==> config.mk <==
export PLATFORM = sky130hd
export DESIGN_NAME = decoder_4_to_16
export DESIGN_NICKNAME = d
export VERILOG_FILES = /design/src/rtl/decoder_pkg.sv /design/src/rtl/decoder_2_to_4.sv /design/src/rtl/decoder_4_to_16.sv
export SDC_FILE = /design/constraint.sdc
export NUM_CORES = 1
export LEC_CHECK = 0
export ABC_AREA = 1
export CORE_MARGIN = 2
export CORE_UTILIZATION = 39
export CTS_CLUSTER_SIZE = 28
export DETAILED_ROUTE_END_ITERATION = 8
export MAX_ROUTING_LAYER = met4
export PLACE_DENSITY = 0.77
export SLEW_MARGIN = 20
export SYNTH_ARGS = -nofsm -noshare
export SYNTH_HDL_FRONTEND = slang
export SYNTH_SLANG_ARGS = --single-unit
==> constraint.sdc <==
create_clock -name clk -period 0.8 [get_ports clk]
set_input_delay 0.16 -clock clk [delete_from_list [all_inputs] [get_ports clk]]
set_output_delay 0.16 -clock clk [all_outputs]
set_load 0.05 [all_outputs]
==> src/rtl/decoder_pkg.sv <==
// Shared widths and constants for the 4-to-16 select decoder.
// Latency: n/a (declarations only).
// Backpressure: n/a (declarations only).
package decoder_pkg;

  localparam int SEL_W = 4;
  localparam int OUT_W = 2 ** SEL_W;

  // All-zero decode word: reset value and the disabled-decode result.
  localparam logic [OUT_W-1:0] ONE_HOT_ZERO = '0;

endpackage : decoder_pkg

==> src/rtl/decoder_2_to_4.sv <==
// Gate-level 2-to-4 one-hot decoder cell with active-high enable.
// Latency: combinational, no clock. Ports: en (1), s (2) select, y (4) one-hot.
// Backpressure: none; y follows en and s directly.
module decoder_2_to_4 (
  input  logic       en,
  input  logic [1:0] s,
  output logic [3:0] y
);

  logic s0_n;
  logic s1_n;

  // Inverted select literals; true literals are taken straight from s.
  not u_not_s0 (s0_n, s[0]);
  not u_not_s1 (s1_n, s[1]);

  // Each output is one minterm of s, qualified by en.
  and u_and_y0 (y[0], en, s1_n, s0_n);
  and u_and_y1 (y[1], en, s1_n, s[0]);
  and u_and_y2 (y[2], en, s[1], s0_n);
  and u_and_y3 (y[3], en, s[1], s[0]);

endmodule : decoder_2_to_4

==> src/rtl/decoder_4_to_16.sv <==
// Registered 4-to-16 one-hot decoder built from five 2-to-4 gate-level cells.
// Latency: 1 clk (out reflects a/ena at the previous rising edge). Ports: clk, rst (sync, active-high), ena, a (4), out (16).
// Backpressure: none; accepts a new select every cycle.
module decoder_4_to_16
  import decoder_pkg::*;
(
  input  logic             clk,
  input  logic             rst,
  input  logic             ena,
  input  logic [SEL_W-1:0] a,
  output logic [OUT_W-1:0] out
);

  logic [3:0]       g;
  logic [OUT_W-1:0] nxt;

  // First level: a[3:2] picks which group of four outputs is enabled.
  decoder_2_to_4 u_dec_hi (
    .en (ena),
    .s  (a[3:2]),
    .y  (g)
  );

  // Second level: each enabled group decodes a[1:0] into its four outputs.
  for (genvar j = 0; j < 4; j++) begin : g_lo
    decoder_2_to_4 u_dec_lo (
      .en (g[j]),
      .s  (a[1:0]),
      .y  (nxt[4*j+3:4*j])
    );
  end

  // Output register keeps out glitch-free; reset wins over ena.
  always_ff @(posedge clk) begin
    if (rst) begin
      out <= ONE_HOT_ZERO;
    end else begin
      out <= nxt;
    end
  end

endmodule : decoder_4_to_16

==> results_dict.tcl <==
set metrics [dict create \
    outcome "finished with violations" \
    violations "negative setup slack" \
    numPlacedInstances 111 \
    min_from "a[1]" \
    holdPathEnd "out[14]" \
    critPathMaxFanout 1 \
    grt_pass1_vias 453 \
    routed-via-count 522 \
    cts_tree "done" \
    drt_iter0_markers 15 \
    cts_root_buffer "clkbuf_4" \
    grt_pass1_wl_mm 2.01 \
    regArea_sq_um 340 \
    cap_viol_max_count 0 \
    syn_inst 75 \
    post-route-min-period_ns 0.940 \
    drive_above_1_share 0.420 \
    fin_crit_sh 1.17 \
    cp.required_ns 0.64 \
    regMostFlops "out" \
    pin_count 23 \
    track_usage 0.162 \
    vias_per_cell 4.54 \
    critPathArrivalTime_ns 0.78 \
    core_sq_um 1320 \
    drc 0 \
    grt_overflow 0 \
    path_delay_family "flip-flops" \
    syn2layout_area_growth_pct 80.6 \
    drv_slew 0 \
    setup_ws_ns -0.140 \
    vdd_drop_max_uv 782 \
    worstMarginPinSlew_ns 0.281 \
    dp_hpwl_um 910 \
    cts_setup_buffers 0 \
    cellPowerDensity_nw_per_um2 1510 \
    rows 13 \
    dieArea_sq_um 1740 \
    critPathCaptureType "output pin" \
    hold_class "in -> reg" \
    fmax_ghz 1.06 \
    largestRegisters "out: 16 flops" \
    htree_num_levels 1 \
    initial_utilization 0.422 \
    cts-buffers-inserted 3 \
    max_slew_margin 0.813 \
    holdPathStages 3 \
    critical_path_class "reg -> out" \
    cp_slowest_stage_delay_ns 0.36 \
    die_h_um 41.7 \
    cts_max_path_buffers 2 \
    clk_pin_slew_worst_paths_ns 0.09 \
    fillers 88 \
    yosys_warnings 0 \
    grt_max_degree 10 \
    synth_cell_type_count 8 \
    cts_sinks 16 \
    diodes 0 \
    post-place-ws_ns -0.395 \
    hold_viol_final 0 \
    ctsHoldBuffers 0 \
    power_leakage_nw 0.462 \
    place_congestion 0.860 \
    synthesis.nets 82 \
    worst_setup_path_start_kind "register" \
    rsz0062_at_grt "yes" \
    finalSetupViolCount 16 \
    place.port_buffers 22 \
    slowest_stage "dfxtp_2" \
    yosysSeqAreaShare 0.577 \
    crit_buf_inv 1 \
    fin_nets 108 \
    crit_chain "buf_12" \
    stdcell_area_sq_um 1000 \
    antenna_found_initial 0 \
    drt_pass1_iterations 4 \
    synth-seq-cells 16 \
    wl_per_cell_um 10.6 \
    synth_area_sq_um 556 \
    power_w 0.00152 \
    largest_reg_flops 16 \
    syn_area_per_cell_sq_um 7.41 \
    routed_wl_mm 1.22 \
    drtAntennaViolNets 0 \
    placed_area_sq_um 947 \
    stdcell_count 115 \
    multiInputGateArea_sq_um 190 \
    die_w_um 41.7 \
]
[worst max-delay path by stage]
| stage | cells after the start | slack, ns | start | endpoint |
|---|---|---|---|---|
| final | 1 | -0.14 | out[7] | out[7] |
| after CTS | 1 | -0.14 | out[5] | out[5] |
| after global routing | 1 | -0.17 | out[5] | out[5] |
| after global placement | 4 | -0.37 | a[0] | out[6] |
| after floorplan | 0 | 0.05 | out[0] | out[0] |
| after detailed placement | 5 | -0.39 | a[2] | out[13] |
[Yosys cell counts]
cell type  count  share of area
buf_4          1          0.014
dfxtp_1       16           0.58
inv_1         11          0.074
inv_2          1         0.0068
nand2_1       22           0.15
nand2_2        1          0.011
nor2_1        20           0.14
nor2_2         3          0.034
[cell usage in the layout (no fill, tap or decap)]
| cell type | count |
|---|---|
| buf_12 | 16 |
| clkbuf_4 | 3 |
| clkbuf_8 | 1 |
| dfxtp_2 | 16 |
| dlygate4sd2_1 | 6 |
| inv_1 | 11 |
| inv_2 | 1 |
| nand2_1 | 22 |
| nand2_2 | 1 |
| nor2_1 | 19 |
| nor2_2 | 3 |
| nor2_4 | 1 |
[layer usage]
| layer | vias up | GRT usage | wire length, um |
|---|---|---|---|
| met3 | 5 | 0.0261 | 54 |
| met1 | 226 | 0.194 | 513 |
| met2 | 24 | 0.244 | 607 |
| li1 | 267 | - | - |
| met4 | 0 | 0.116 | 45 |
| met5 | - | - | 0 |
[final cells by class]
type / count / share of cell area
clock buffers: 4 / 0.0362
inverters: 12 / 0.0449
multi-input cells: 46 / 0.190
flip-flops and latches: 16 / 0.339
well taps: 15 / 0.0187
repair buffers: 22 / 0.372
[logic make-up after synthesis]
group	Yosys count	share of synthesized area
DFF	16	0.577
and+or+nand+nor	46	0.329
buffers and inverters	13	0.0946
[metrics by stage]
step,hold slack (ns),util,TNS (ns)
3_3_place_gp,0.607,0.719,-5.47
5_1_grt,0.351,0.762,-2.51
6_report,0.343,0.762,-2.08
4_1_cts,0.339,0.762,-2.12
3_5_place_dp,0.607,0.719,-5.58
2_1_floorplan,0.285,-,0
[where the power goes]
| group | internal, W | leakage (nW) | switching [W] |
|---|---|---|---|
| combinational | 0.0000670 | 0.304 | 0.000105 |
| clock | 0.000278 | 0.0210 | 0.000255 |
| sequential | 0.000805 | 0.137 | 0.00000637 |
[repair_timing]
item / CTS / global route
endpoints found under the setup margin: 32 / 16
pin swaps: 1 / 0
gates resized for setup: 24 / 0
(Power assumes the default switching activity.)
